## config.mk

```make
export PLATFORM = sky130hd
export DESIGN_NAME = uart_tx_buffer
export DESIGN_NICKNAME = d
export VERILOG_FILES = /design/src/rtl/uart_tx_buffer.sv
export SDC_FILE = /design/constraint.sdc
export NUM_CORES = 1
export LEC_CHECK = 0
export BUFFER_PORTS_ARGS = -buffer_cell sky130_fd_sc_hd__buf_2
export CORE_ASPECT_RATIO = 1.75
export CORE_UTILIZATION = 35
export CTS_CLUSTER_SIZE = 40
export DETAILED_ROUTE_END_ITERATION = 8
export PLACE_DENSITY_LB_ADDON = 0.15
export SETUP_SLACK_MARGIN = 0.1
export SYNTH_ARGS = -nofsm -noshare
export SYNTH_HDL_FRONTEND = slang
export SYNTH_SLANG_ARGS = --single-unit
```

## constraint.sdc

```tcl
create_clock -name clk -period 2.7 [get_ports clk]
set_input_delay 0.54 -clock clk [delete_from_list [all_inputs] [get_ports clk]]
set_output_delay 0.54 -clock clk [all_outputs]
set_load 0.05 [all_outputs]
```

## src/rtl/uart_tx_buffer.sv

```systemverilog
// 8N1 UART transmitter with a one-letter holding register in front of the
// shift register, so a second letter can be queued while a frame is on the line.
module uart_tx_buffer #(
  parameter int CLKS_PER_BIT = 1250
) (
  input  logic       clk,
  input  logic       rst,
  input  logic [7:0] guess_in,
  input  logic       send,
  output logic       tx_ready,
  output logic       tx_serial,
  output logic       tx_busy,
  output logic       tx_done
);

  localparam int CNT_W = (CLKS_PER_BIT > 1) ? $clog2(CLKS_PER_BIT) : 1;
  localparam logic [CNT_W-1:0] CNT_MAX = CNT_W'(CLKS_PER_BIT - 1);

  typedef enum logic [1:0] {IDLE, START, DATA, STOP} state_t;

  state_t           state, state_next;
  logic [CNT_W-1:0] cnt, cnt_next;
  logic [2:0]       idx, idx_next;
  logic             hold_valid, hold_valid_next;
  logic [7:0]       hold_data;
  logic [7:0]       shift;
  logic             accept;
  logic             load;
  logic             bit_end;
  logic             serial_next;

  always_comb begin
    accept          = send && !hold_valid;
    bit_end         = (cnt == CNT_MAX);
    state_next      = state;
    cnt_next        = cnt + CNT_W'(1);
    idx_next        = idx;
    load            = 1'b0;
    serial_next     = 1'b1;

    case (state)
      IDLE: begin
        cnt_next = '0;
        if (hold_valid) begin
          load       = 1'b1;
          state_next = START;
        end
      end
      START: begin
        if (bit_end) begin
          cnt_next   = '0;
          idx_next   = 3'd0;
          state_next = DATA;
        end
      end
      DATA: begin
        if (bit_end) begin
          cnt_next = '0;
          if (idx == 3'd7) state_next = STOP;
          else             idx_next   = idx + 3'd1;
        end
      end
      STOP: begin
        if (bit_end) begin
          cnt_next = '0;
          // A queued letter starts its frame immediately, with no idle gap.
          if (hold_valid) begin
            load       = 1'b1;
            state_next = START;
          end else begin
            state_next = IDLE;
          end
        end
      end
      default: state_next = IDLE;
    endcase

    // accept and load never coincide: accept needs hold_valid=0, load needs 1.
    hold_valid_next = load ? 1'b0 : (accept ? 1'b1 : hold_valid);

    // Line level is registered, so it is derived from the upcoming state.
    case (state_next)
      START:   serial_next = 1'b0;
      DATA:    serial_next = shift[idx_next];
      default: serial_next = 1'b1;
    endcase
  end

  always_ff @(posedge clk) begin
    if (rst) begin
      state      <= IDLE;
      cnt        <= '0;
      idx        <= 3'd0;
      hold_valid <= 1'b0;
      tx_serial  <= 1'b1;
    end else begin
      state      <= state_next;
      cnt        <= cnt_next;
      idx        <= idx_next;
      hold_valid <= hold_valid_next;
      tx_serial  <= serial_next;
    end
  end

  always_ff @(posedge clk) begin
    if (accept) hold_data <= guess_in;
    if (load)   shift     <= hold_data;
  end

  assign tx_ready = !hold_valid;
  assign tx_busy  = (state != IDLE);
  assign tx_done  = (state == STOP) && bit_end;

endmodule

```

---- After elaboration in Yosys (flattened, before gate mapping) ----
Index checks and enable logic that the tools add are counted.
storage, ports and cells
  word-level logic and storage cells ...... 43
  output and inout bits ................... 4
  bits of input ports ..................... 11
  flip-flop bits (word level) ............. 34
cells by class
  add/sub/neg operators ................... 2
  reduce and logical (&&, ||, !) cells .... 7
  order comparisons ....................... 1
  muxes and demuxes ....................... 19
  equality and inequality tests ........... 7
operator list
  cell                                                         count
  case mux 11 bit (2 select lines)                             1
  adder 11 x 1 -> 11 bit (second input constant)               1
  == test 11 bit (second input constant)                       1
  2-to-1 mux 11 bit                                            1
  2-to-1 mux 2 bit                                             5
  2-to-1 mux 3 bit                                             3
  case mux 2 bit (4 select lines)                              1
  == test 2 bit (second input constant)                        3
  case mux 3 bit (2 select lines)                              1
  == test 2 x 1 -> 1 bit (second input constant)               2
  less-than comparator 3 x 4 -> 1 bit (second input constant)  1
  2-to-1 mux 1 bit                                             4
  case mux 1 bit (2 select lines)                              2
  adder 3 x 1 -> 3 bit (second input constant)                 1
  binary-select mux 1 bit (select 3 bit)                       1
  == test 3 bit (second input constant)                        1
  OR reduction 3 bit                                           1
  logical AND 1 bit                                            2
  logical NOT 2 bit                                            1
  nonzero test 2 bit                                           1
  OR reduction 2 bit                                           1
  logical NOT 1 bit                                            1

---- Longest topological paths before layout ----
Gate-level depths: netlist of run 1.
  depth after elaboration ................. 7
  gate-level depth with buffers ........... 10
  mapped depth without buffers ............ 9

---- Worst setup path before layout of run 1 ----
No wires, ideal clock.
  path type ............................... register to register
  start point ............................. register cnt[0]
  end point ............................... register shift[0] (enable)
  library setup time ...................... 386 ps
  arrival time ............................ 2011 ps
  cell stages (with the launch flop) ...... 8
  clock period less this slack ............ 2397 ps
  slack ................................... 303 ps
  path buffers ............................ 1
  required time ........................... 2314 ps
  cells stage by stage .................... dfxtp_1 ha_1 nor3b_1 and3_1 buf_6 and2_4 nor2_1 nor3_1
between the ends
  cells in the longest elaborated chain, start to end .. 3
ends and longest elaborated chain
  what                             RTL line  RTL
  start: declaration               22        logic [CNT_W-1:0] cnt, cnt_next;
  start signal: assignment         98        cnt <= cnt_next;
  == test 11 bit                   34        bit_end = (cnt == CNT_MAX);
  2-to-1 mux 1 bit                 64        if (bit_end) begin
  case mux 1 bit (2 select lines)  41        case (state)
  net load                         28        logic load;
  end signal: assignment           107       if (load) shift <= hold_data;
  end: declaration                 26        logic [7:0] shift;
The timed path passes the listed nets, and every way through them passes these cells.
A chain may end at the register's enable or synchronous reset.

---- Final worst setup path of run 1 ----
  start point ............................. register cnt[0]
  end point ............................... output port tx_done
between the ends
  cells in the longest elaborated chain, start to end .. 2
ends and longest elaborated chain
  what               RTL line  RTL
  == test 11 bit     34
  logical AND 1 bit  112       assign tx_done = (state == STOP) && bit_end;
  end: declaration   13        output logic tx_done
No other way between the ends.

==> results of run 1 <==
power by group:
group	total, W	switching (W)	internal [W]
combinational	0.000116	0.0000762	0.0000400
clock	0.000463	0.000188	0.000274
sequential	0.000587	0.0000150	0.000572
total	0.00117	0.000279	0.000886
cell type report:
type / instances / area share (%)
sequential: 34 / 46.9
multi-input combinational: 95 / 36.9
timing repair buffer: 15 / 4.33
clock buffer: 5 / 3.84
tap: 49 / 3.42
clock inverter: 3 / 2.51
inverter: 10 / 2.09
metrics by stage:
| stage | instances | area (µm²) | setup WS [ns] | hold slack (ns) | util (%) |
|---|---|---|---|---|---|
| 2_1_floorplan | 142 | 1560 | 0.303 | 0.400 | - |
| 3_3_place_gp | 203 | 1670 | 0.242 | 0.401 | 39.9 |
| 3_5_place_dp | 203 | 1670 | 0.219 | 0.405 | 39.9 |
| 4_1_cts | 211 | 1790 | 0.204 | 0.415 | 42.8 |
| 5_1_grt | 211 | 1790 | 0.158 | 0.407 | 42.8 |
| 6_report | 211 | 1790 | 0.318 | 0.419 | 42.8 |
synth_stat cells, types with 2 or more instances:
cell	number	area, µm²
sky130_fd_sc_hd__nor2_1	24	90.1
sky130_fd_sc_hd__dfxtp_1	18	360
sky130_fd_sc_hd__edfxtp_1	16	480
sky130_fd_sc_hd__inv_1	10	37.5
sky130_fd_sc_hd__ha_1	8	100
sky130_fd_sc_hd__nand3_1	8	40.0
sky130_fd_sc_hd__nor3_1	5	25.0
sky130_fd_sc_hd__xnor2_1	5	43.8
sky130_fd_sc_hd__nand2_1	4	15.0
sky130_fd_sc_hd__o21ai_0	4	20.0
sky130_fd_sc_hd__xor2_1	4	35.0
sky130_fd_sc_hd__a21boi_0	2	15.0
sky130_fd_sc_hd__a21oi_1	2	10.0
sky130_fd_sc_hd__a41oi_1	2	17.5
sky130_fd_sc_hd__and3_1	2	12.5
sky130_fd_sc_hd__mux2i_1	2	20.0
sky130_fd_sc_hd__nor2b_1	2	12.5
sky130_fd_sc_hd__nor3b_1	2	15.0
sky130_fd_sc_hd__o211ai_1	2	15.0
logic make-up after synthesis:
kind of cell	count (synthesis)	share of synthesized area (%)
AND/OR/NAND/NOR	57	19.3
buffers and inverters	13	3.86
AO/OA/AOI/OAI	19	10.0
multiplexers	2	1.29
adder cells (fa/ha/maj)	8	6.43
flip-flops	34	54.0
XOR/XNOR	9	5.06
sequential cells by signal, summed over array words and instances, names as in the netlist:
| signal | count |
|---|---|
| cnt | 11 |
| hold_data | 8 |
| hold_valid | 1 |
| idx | 3 |
| shift | 8 |
| state | 2 |
| tx_serial | 1 |
final timing paths:
path,cells after the start,start,to,slack [ns]
worst max-delay path,5,cnt[0],tx_done,0.32
worst min-delay path,0,hold_data[1],shift[1],0.42
worst min register to register,0,hold_data[1],shift[1],0.42
worst max register to register,9,cnt[1],tx_serial,0.33
critical path, stage by stage, from the launching register on:
cell	delay [ns]
sky130_fd_sc_hd__dfxtp_1	0.40
sky130_fd_sc_hd__ha_1	0.16
sky130_fd_sc_hd__nor3b_2	0.23
sky130_fd_sc_hd__and3_2	0.30
sky130_fd_sc_hd__and2_4	0.20
sky130_fd_sc_hd__buf_2	0.26
layer usage:
metal | vias up | wire length [µm] | track usage [%]
li1 | 534 | - | -
met1 | 487 | 1130 | 14.3
met2 | 17 | 1480 | 23.5
met3 | 7 | 74 | 4.06
met4 | 0 | 75 | 7.89
met5 | - | 0 | 0
==> results_tabular.tex, run 1 <==
\begin{tabular}{lr}
\hline
Metric & Value \\
\hline
\multicolumn{2}{l}{\textbf{Outcome}} \\
Outcome & complete, no violations \\
\multicolumn{2}{l}{\textbf{Clocking}} \\
Number of gates resized after cts & 1 \\
Number of buffers inserted by hold repair at cts & 0 \\
Clock tree sinks & 34 \\
Number of levels the H-tree was split into & 2 \\
Clock transition at the registers of the reported paths & 0.07 ns \\
Clock latency at the later pin of the worst-skew pair & $\sim$0.29 ns \\
CTS tree & done \\
Post-CTS Repair Setup Buffers & 0 \\
TritonCTS buffer count & 5 \\
Library cell used as clock root buffer & sky130\_fd\_sc\_hd\_\_clkbuf\_8 \\
Worst-case clock buffer depth & 2 \\
\multicolumn{2}{l}{\textbf{Routing}} \\
Count of TritonRoute iterations in the first routing pass & 4 \\
Wire length per cell after detailed routing & between 10 and 15 µm \\
First-iteration detailed-routing DRC count & 10 \\
Routed via count divided by cell count & just under 5 \\
Post-detailed-route count of antenna-violating nets & 0 \\
Number of DRC violations after detailed routing & 0 \\
Routed WL & 2760 µm \\
Number of vias after detailed routing & 1045 \\
\multicolumn{2}{l}{\textbf{Yosys}} \\
Most used flip-flop cell after synthesis & sky130\_fd\_sc\_hd\_\_dfxtp\_1 \\
Combined area of all synthesized cells & around 1600 µm² \\
Post-synthesis register bit count & 34 \\
Share of synthesized area occupied by flip-flops and latches & 54.0\% \\
EDFF count, synth & 16 \\
Yosys warning count & 0 \\
Synthesized instance count & approximately 140 \\
Async S/R FF share, synth & 0\% \\
Synth unique cells & 39 \\
Syn Area/Cell & $\sim$11 µm² \\
Syn Nets & around 160 \\
\multicolumn{2}{l}{\textbf{Pwr}} \\
Power Total & about 0.0012 W \\
Lkg Pwr & 0.671 nW \\
Worst ir drop on vdd & approximately 0.43 mV \\
Cell Pwr Density & between 600 and 700 nW/µm² \\
\multicolumn{2}{l}{\textbf{Worst setup path}} \\
Endpoint kind of the worst setup timing path & primary output \\
Type of origin of the critical path & flip-flop \\
Kind of critical path & reg2out \\
Maximum fanout along the worst path & 7 \\
CP Data Arrival Time & about 1.8 ns \\
Required time of the worst setup path & approximately 2.2 ns \\
\multicolumn{2}{l}{\textbf{STA}} \\
Post-route setup TNS & 0 ns \\
Worst Tran Pin Value & between 0.6 and 0.7 ns \\
Final hold violation count & 0 \\
Final critical path time including I/O delays and setup & approximately 2.4 ns \\
FMAX & around 420 MHz \\
RSZ-0062 raised after global routing & no \\
Relative max-transition margin & roughly 57\% \\
Setup clock skew after layout & 0.00690 ns \\
Final count of pins violating max slew & 0 \\
Ratio of final minimum period to clock period & between 80\% and 90\% \\
Count of final setup violators & 0 \\
\multicolumn{2}{l}{\textbf{Die}} \\
Die height & 90.2 µm \\
Die width & 52.4 µm \\
Starting Density & 37.2\% \\
Placement row count & 31 \\
Number of top-level pins & 15 \\
Total Die Area & 4730 µm² \\
CORE AREA & approximately 4200 µm² \\
\multicolumn{2}{l}{\textbf{Finish}} \\
Growth of design area from synthesis to finish & 15.2\% \\
Layout fillers & 413 \\
Multi-input gate area & approximately 660 µm² \\
Layout cell share with drive strength beyond 1 & between 20\% and 30\% \\
Antenna fix cells & 0 \\
Nets & 180 \\
Footprint of the flip-flops and latches & around 840 µm² \\
Highest-count cells in the layout ignoring fill and taps & sky130\_fd\_sc\_hd\_\_nor2\_1, sky130\_fd\_sc\_hd\_\_dfxtp\_1, sky130\_fd\_sc\_hd\_\_edfxtp\_1, sky130\_fd\_sc\_hd\_\_buf\_2, sky130\_fd\_sc\_hd\_\_inv\_1 \\
Most common library cell in the layout ignoring fill and taps & sky130\_fd\_sc\_hd\_\_nor2\_1 \\
\multicolumn{2}{l}{\textbf{Placed design}} \\
Post-detailed-placement half-perimeter wirelength & around 2100 µm \\
I/O Buffers & 14 \\
Final RePlAce weighted congestion & roughly 0.8 \\
\multicolumn{2}{l}{\textbf{Global routing}} \\
Antenna violations before repair & 0 \\
All-layer global routing usage & 13.9\% \\
Via count of the first global-routing pass & between 1000 and 1500 \\
Largest net degree at the start of global routing & 13 \\
Global-route wire length before repair & approximately 4700 µm \\
Remaining global-route overflow & 0 \\
\multicolumn{2}{l}{\textbf{Min path}} \\
Class of the tightest hold or removal check & reg2reg \\
\multicolumn{2}{l}{\textbf{Job}} \\
Count of maximum capacitance violations & 0 \\
\hline
\end{tabular}
Power figures use the tool's default switching activity.
==> inputs of run 2 (changes only) <==
--- a/config.mk
+++ b/config.mk
@@ -13,4 +13,5 @@
 export PLACE_DENSITY_LB_ADDON = 0.15
 export SETUP_SLACK_MARGIN = 0.1
+export SKIP_LAST_GASP = 1
 export SYNTH_ARGS = -nofsm -noshare
 export SYNTH_HDL_FRONTEND = slang
==> constraint.sdc (replaced) <==
create_clock -name clk -period 2.7 [get_ports clk]
set_input_delay 0.54 -clock clk [delete_from_list [all_inputs] [get_ports clk]]
set_output_delay 0.54 -clock clk [all_outputs]
set_load 0.005 [all_outputs]
==> run 2 against run 1 <==
- hold slack did not move
- flip-flop and latch count did not move
- global-route usage did not move
- clock skew did not move
- setup slack got worse by 0.0046 ns
- register-to-register slack got worse by 0.02 ns
- routed wire length did not move
- clock-buffer cell count did not move
- sequential power barely moved
- clock power barely moved
- critical path type is now reg2reg
==> results_tabular.tex, run 2 (same netlist as run 1, synthesis figures left out) <==
\begin{tabular}{lr}
\hline
Metric & Value \\
\hline
\multicolumn{2}{l}{\textbf{Global routing}} \\
Global-route wire length before repair & 4750 µm (unchanged) \\
Layer carrying the most global-route usage & met2 (unchanged) \\
Via count of the first global-routing pass & 1037 (unchanged) \\
Met3 Usage GRT & 4.06\% (unchanged) \\
Met2 GRT Util & 23.5\% (unchanged) \\
Remaining global-route overflow & 0 (unchanged) \\
GR met1 Demand/Resource & 14.3\% (unchanged) \\
Largest net degree at the start of global routing & 13 (unchanged) \\
Antenna violations before repair & 0 (unchanged) \\
All-layer global routing usage & 13.9\% (unchanged) \\
\multicolumn{2}{l}{\textbf{Finish}} \\
Highest-count cells in the layout ignoring fill and taps & sky130\_fd\_sc\_hd\_\_nor2\_1, sky130\_fd\_sc\_hd\_\_dfxtp\_1, sky130\_fd\_sc\_hd\_\_edfxtp\_1, sky130\_fd\_sc\_hd\_\_buf\_2, sky130\_fd\_sc\_hd\_\_inv\_1 (unchanged) \\
Most common library cell in the layout ignoring fill and taps & sky130\_fd\_sc\_hd\_\_nor2\_1 (unchanged) \\
Largest reg by FF count & cnt (unchanged) \\
Growth of design area from synthesis to finish & 15.1\% (was 15.2\%) \\
Antenna fix cells & 0 (unchanged) \\
Nets & 180 (unchanged) \\
Footprint of the flip-flops and latches & 841 µm² (unchanged) \\
Multi-input gate area & 661 µm² (was 662 µm²) \\
Fraction of the core area covered by cells at the end of the flow & 42.8\% (about the same) \\
Layout cell share with drive strength beyond 1 & 20.4\% (was 21.0\%) \\
Top flop regs & cnt x11, hold\_data x8, shift x8 (unchanged) \\
Number of flip-flops under the largest register name & 11 (unchanged) \\
Layout fillers & 414 (was 413) \\
\multicolumn{2}{l}{\textbf{Worst setup path}} \\
Maximum fanout along the worst path & 7 (unchanged) \\
Setup slack, reg-to-reg & 0.31 ns (was 0.33 ns) \\
CP Data Arrival Time & 2.57 ns (was 1.84 ns) \\
Required time of the worst setup path & 2.88 ns (was 2.16 ns) \\
Kind of critical path & reg2reg (was reg2out) \\
Endpoint kind of the worst setup timing path & flip-flop (was primary output) \\
Type of origin of the critical path & flip-flop (unchanged) \\
\multicolumn{2}{l}{\textbf{Die}} \\
Total Die Area & 4730 µm² (unchanged) \\
Die height & 90.2 µm (unchanged) \\
CORE AREA & 4190 µm² (unchanged) \\
Die width & 52.4 µm (unchanged) \\
Starting Density & 37.2\% (unchanged) \\
Number of top-level pins & 15 (unchanged) \\
Placement row count & 31 (unchanged) \\
\multicolumn{2}{l}{\textbf{Routing}} \\
Routed WL & 2760 µm (unchanged) \\
Number of DRC violations after detailed routing & 0 (unchanged) \\
Number of vias after detailed routing & 1045 (unchanged) \\
Post-detailed-route count of antenna-violating nets & 0 (unchanged) \\
Routed via count divided by cell count & 4.95 (unchanged) \\
Count of TritonRoute iterations in the first routing pass & 4 (unchanged) \\
First-iteration detailed-routing DRC count & 10 (unchanged) \\
Wire length per cell after detailed routing & 13.1 µm (unchanged) \\
\multicolumn{2}{l}{\textbf{Clocking}} \\
Clock tree sinks & 34 (unchanged) \\
CTS tree & done (unchanged) \\
Number of gates resized after cts & 0 (was 1) \\
Worst-case clock buffer depth & 2 (unchanged) \\
Clock latency at the later pin of the worst-skew pair & 0.29 ns (about the same) \\
Clock transition at the registers of the reported paths & 0.07 ns (about the same) \\
Library cell used as clock root buffer & sky130\_fd\_sc\_hd\_\_clkbuf\_8 (unchanged) \\
Post-CTS Repair Setup Buffers & 0 (unchanged) \\
TritonCTS buffer count & 5 (unchanged) \\
Number of levels the H-tree was split into & 2 (unchanged) \\
Number of buffers inserted by hold repair at cts & 0 (unchanged) \\
\multicolumn{2}{l}{\textbf{STA}} \\
Ratio of final minimum period to clock period & 88.4\% (was 88.2\%) \\
Final count of pins violating max slew & 0 (unchanged) \\
FMAX & 419 MHz (was 420 MHz) \\
Setup clock skew after layout & 0.00690 ns (unchanged) \\
Count of final setup violators & 0 (unchanged) \\
RSZ-0062 raised after global routing & no (unchanged) \\
Relative max-transition margin & 57.1\% (unchanged) \\
Post-route setup TNS & 0 ns (unchanged) \\
Worst Tran Pin Value & 0.642 ns (unchanged) \\
Final hold violation count & 0 (unchanged) \\
Least setup slack across all paths after layout & 0.313 ns (was 0.318 ns) \\
Final critical path time including I/O delays and setup & 2.39 ns (was 2.38 ns) \\
\multicolumn{2}{l}{\textbf{Min path}} \\
Class of the tightest hold or removal check & reg2reg (unchanged) \\
\multicolumn{2}{l}{\textbf{Pwr}} \\
Cell Pwr Density & 639 nW/µm² (was 650 nW/µm²) \\
Lkg Pwr & 0.672 nW (was 0.671 nW) \\
Worst ir drop on vdd & 0.433 mV (was 0.434 mV) \\
\multicolumn{2}{l}{\textbf{Placed design}} \\
I/O Buffers & 14 (unchanged) \\
Post-detailed-placement half-perimeter wirelength & 2080 µm (unchanged) \\
Final RePlAce weighted congestion & 0.802 (unchanged) \\
Worst slack, placed & 0.219 ns (unchanged) \\
\multicolumn{2}{l}{\textbf{Outcome}} \\
Outcome & complete, no violations (unchanged) \\
\multicolumn{2}{l}{\textbf{Job}} \\
Count of maximum capacitance violations & 0 (unchanged) \\
\hline
\end{tabular}
[run 2: cell types whose count changed in the layout (fill, tap and decap cells not counted)]
cell,delta
sky130_fd_sc_hd__and3_1,+1
sky130_fd_sc_hd__and3_2,-1
[run 2: cell type report]
| class | instances | share of cell area, % |
|---|---|---|
| well taps | 49 | 3.42 |
| clock buffers | 5 | 3.84 |
| inverters | 10 | 2.09 |
| clock inverters | 3 | 2.51 |
| multi-input cells | 95 | 36.9 |
| flip-flops and latches | 34 | 46.9 |
| repair buffers | 15 | 4.33 |
[run 2: power breakdown]
group	internal (W)	switching, W	total [W]
logic	0.0000398	0.0000550	0.0000949
registers	0.000572	0.0000150	0.000587
clock network	0.000274	0.000188	0.000463
total	0.000886	0.000258	0.00114
[run 2: final timing paths]
kind / start / end / cells after the start
hold / removal: hold_data[1] / shift[1] / 0
setup / recovery: cnt[1] / tx_serial / 9
setup reg to reg: cnt[1] / tx_serial / 9
hold reg to reg: hold_data[1] / shift[1] / 0
[run 2: metrics by stage]
stage | instance area (µm²) | power, W | instances | hold slack, ns
floorplan | 1560 | 0.000659 | 142 | 0.400
global placement | 1670 | 0.000691 | 203 | 0.401
detailed placement | 1670 | 0.000694 | 203 | 0.405
CTS | 1790 | 0.00117 | 211 | 0.415
global route | 1790 | 0.00120 | 211 | 0.407
finish | 1790 | 0.00114 | 211 | 0.419
[run 2: worst max-delay path, stage by stage (launching register included)]
cell and delay [ns]:
sky130_fd_sc_hd__dfxtp_1 0.37, sky130_fd_sc_hd__inv_1 0.06, sky130_fd_sc_hd__ha_1 0.16, sky130_fd_sc_hd__nor3b_2 0.17
sky130_fd_sc_hd__and3_1 0.27, sky130_fd_sc_hd__a41o_1 0.30, sky130_fd_sc_hd__a221oi_4 0.28, sky130_fd_sc_hd__or4b_1 0.48
sky130_fd_sc_hd__a21oi_1 0.13, sky130_fd_sc_hd__nor3_1 0.06
[run 2: metal layers]
layer,part of all wire (%),up-vias
li1,-,534
met1,41,487
met2,54,17
met3,2.7,7
met4,2.7,0
met5,0,-
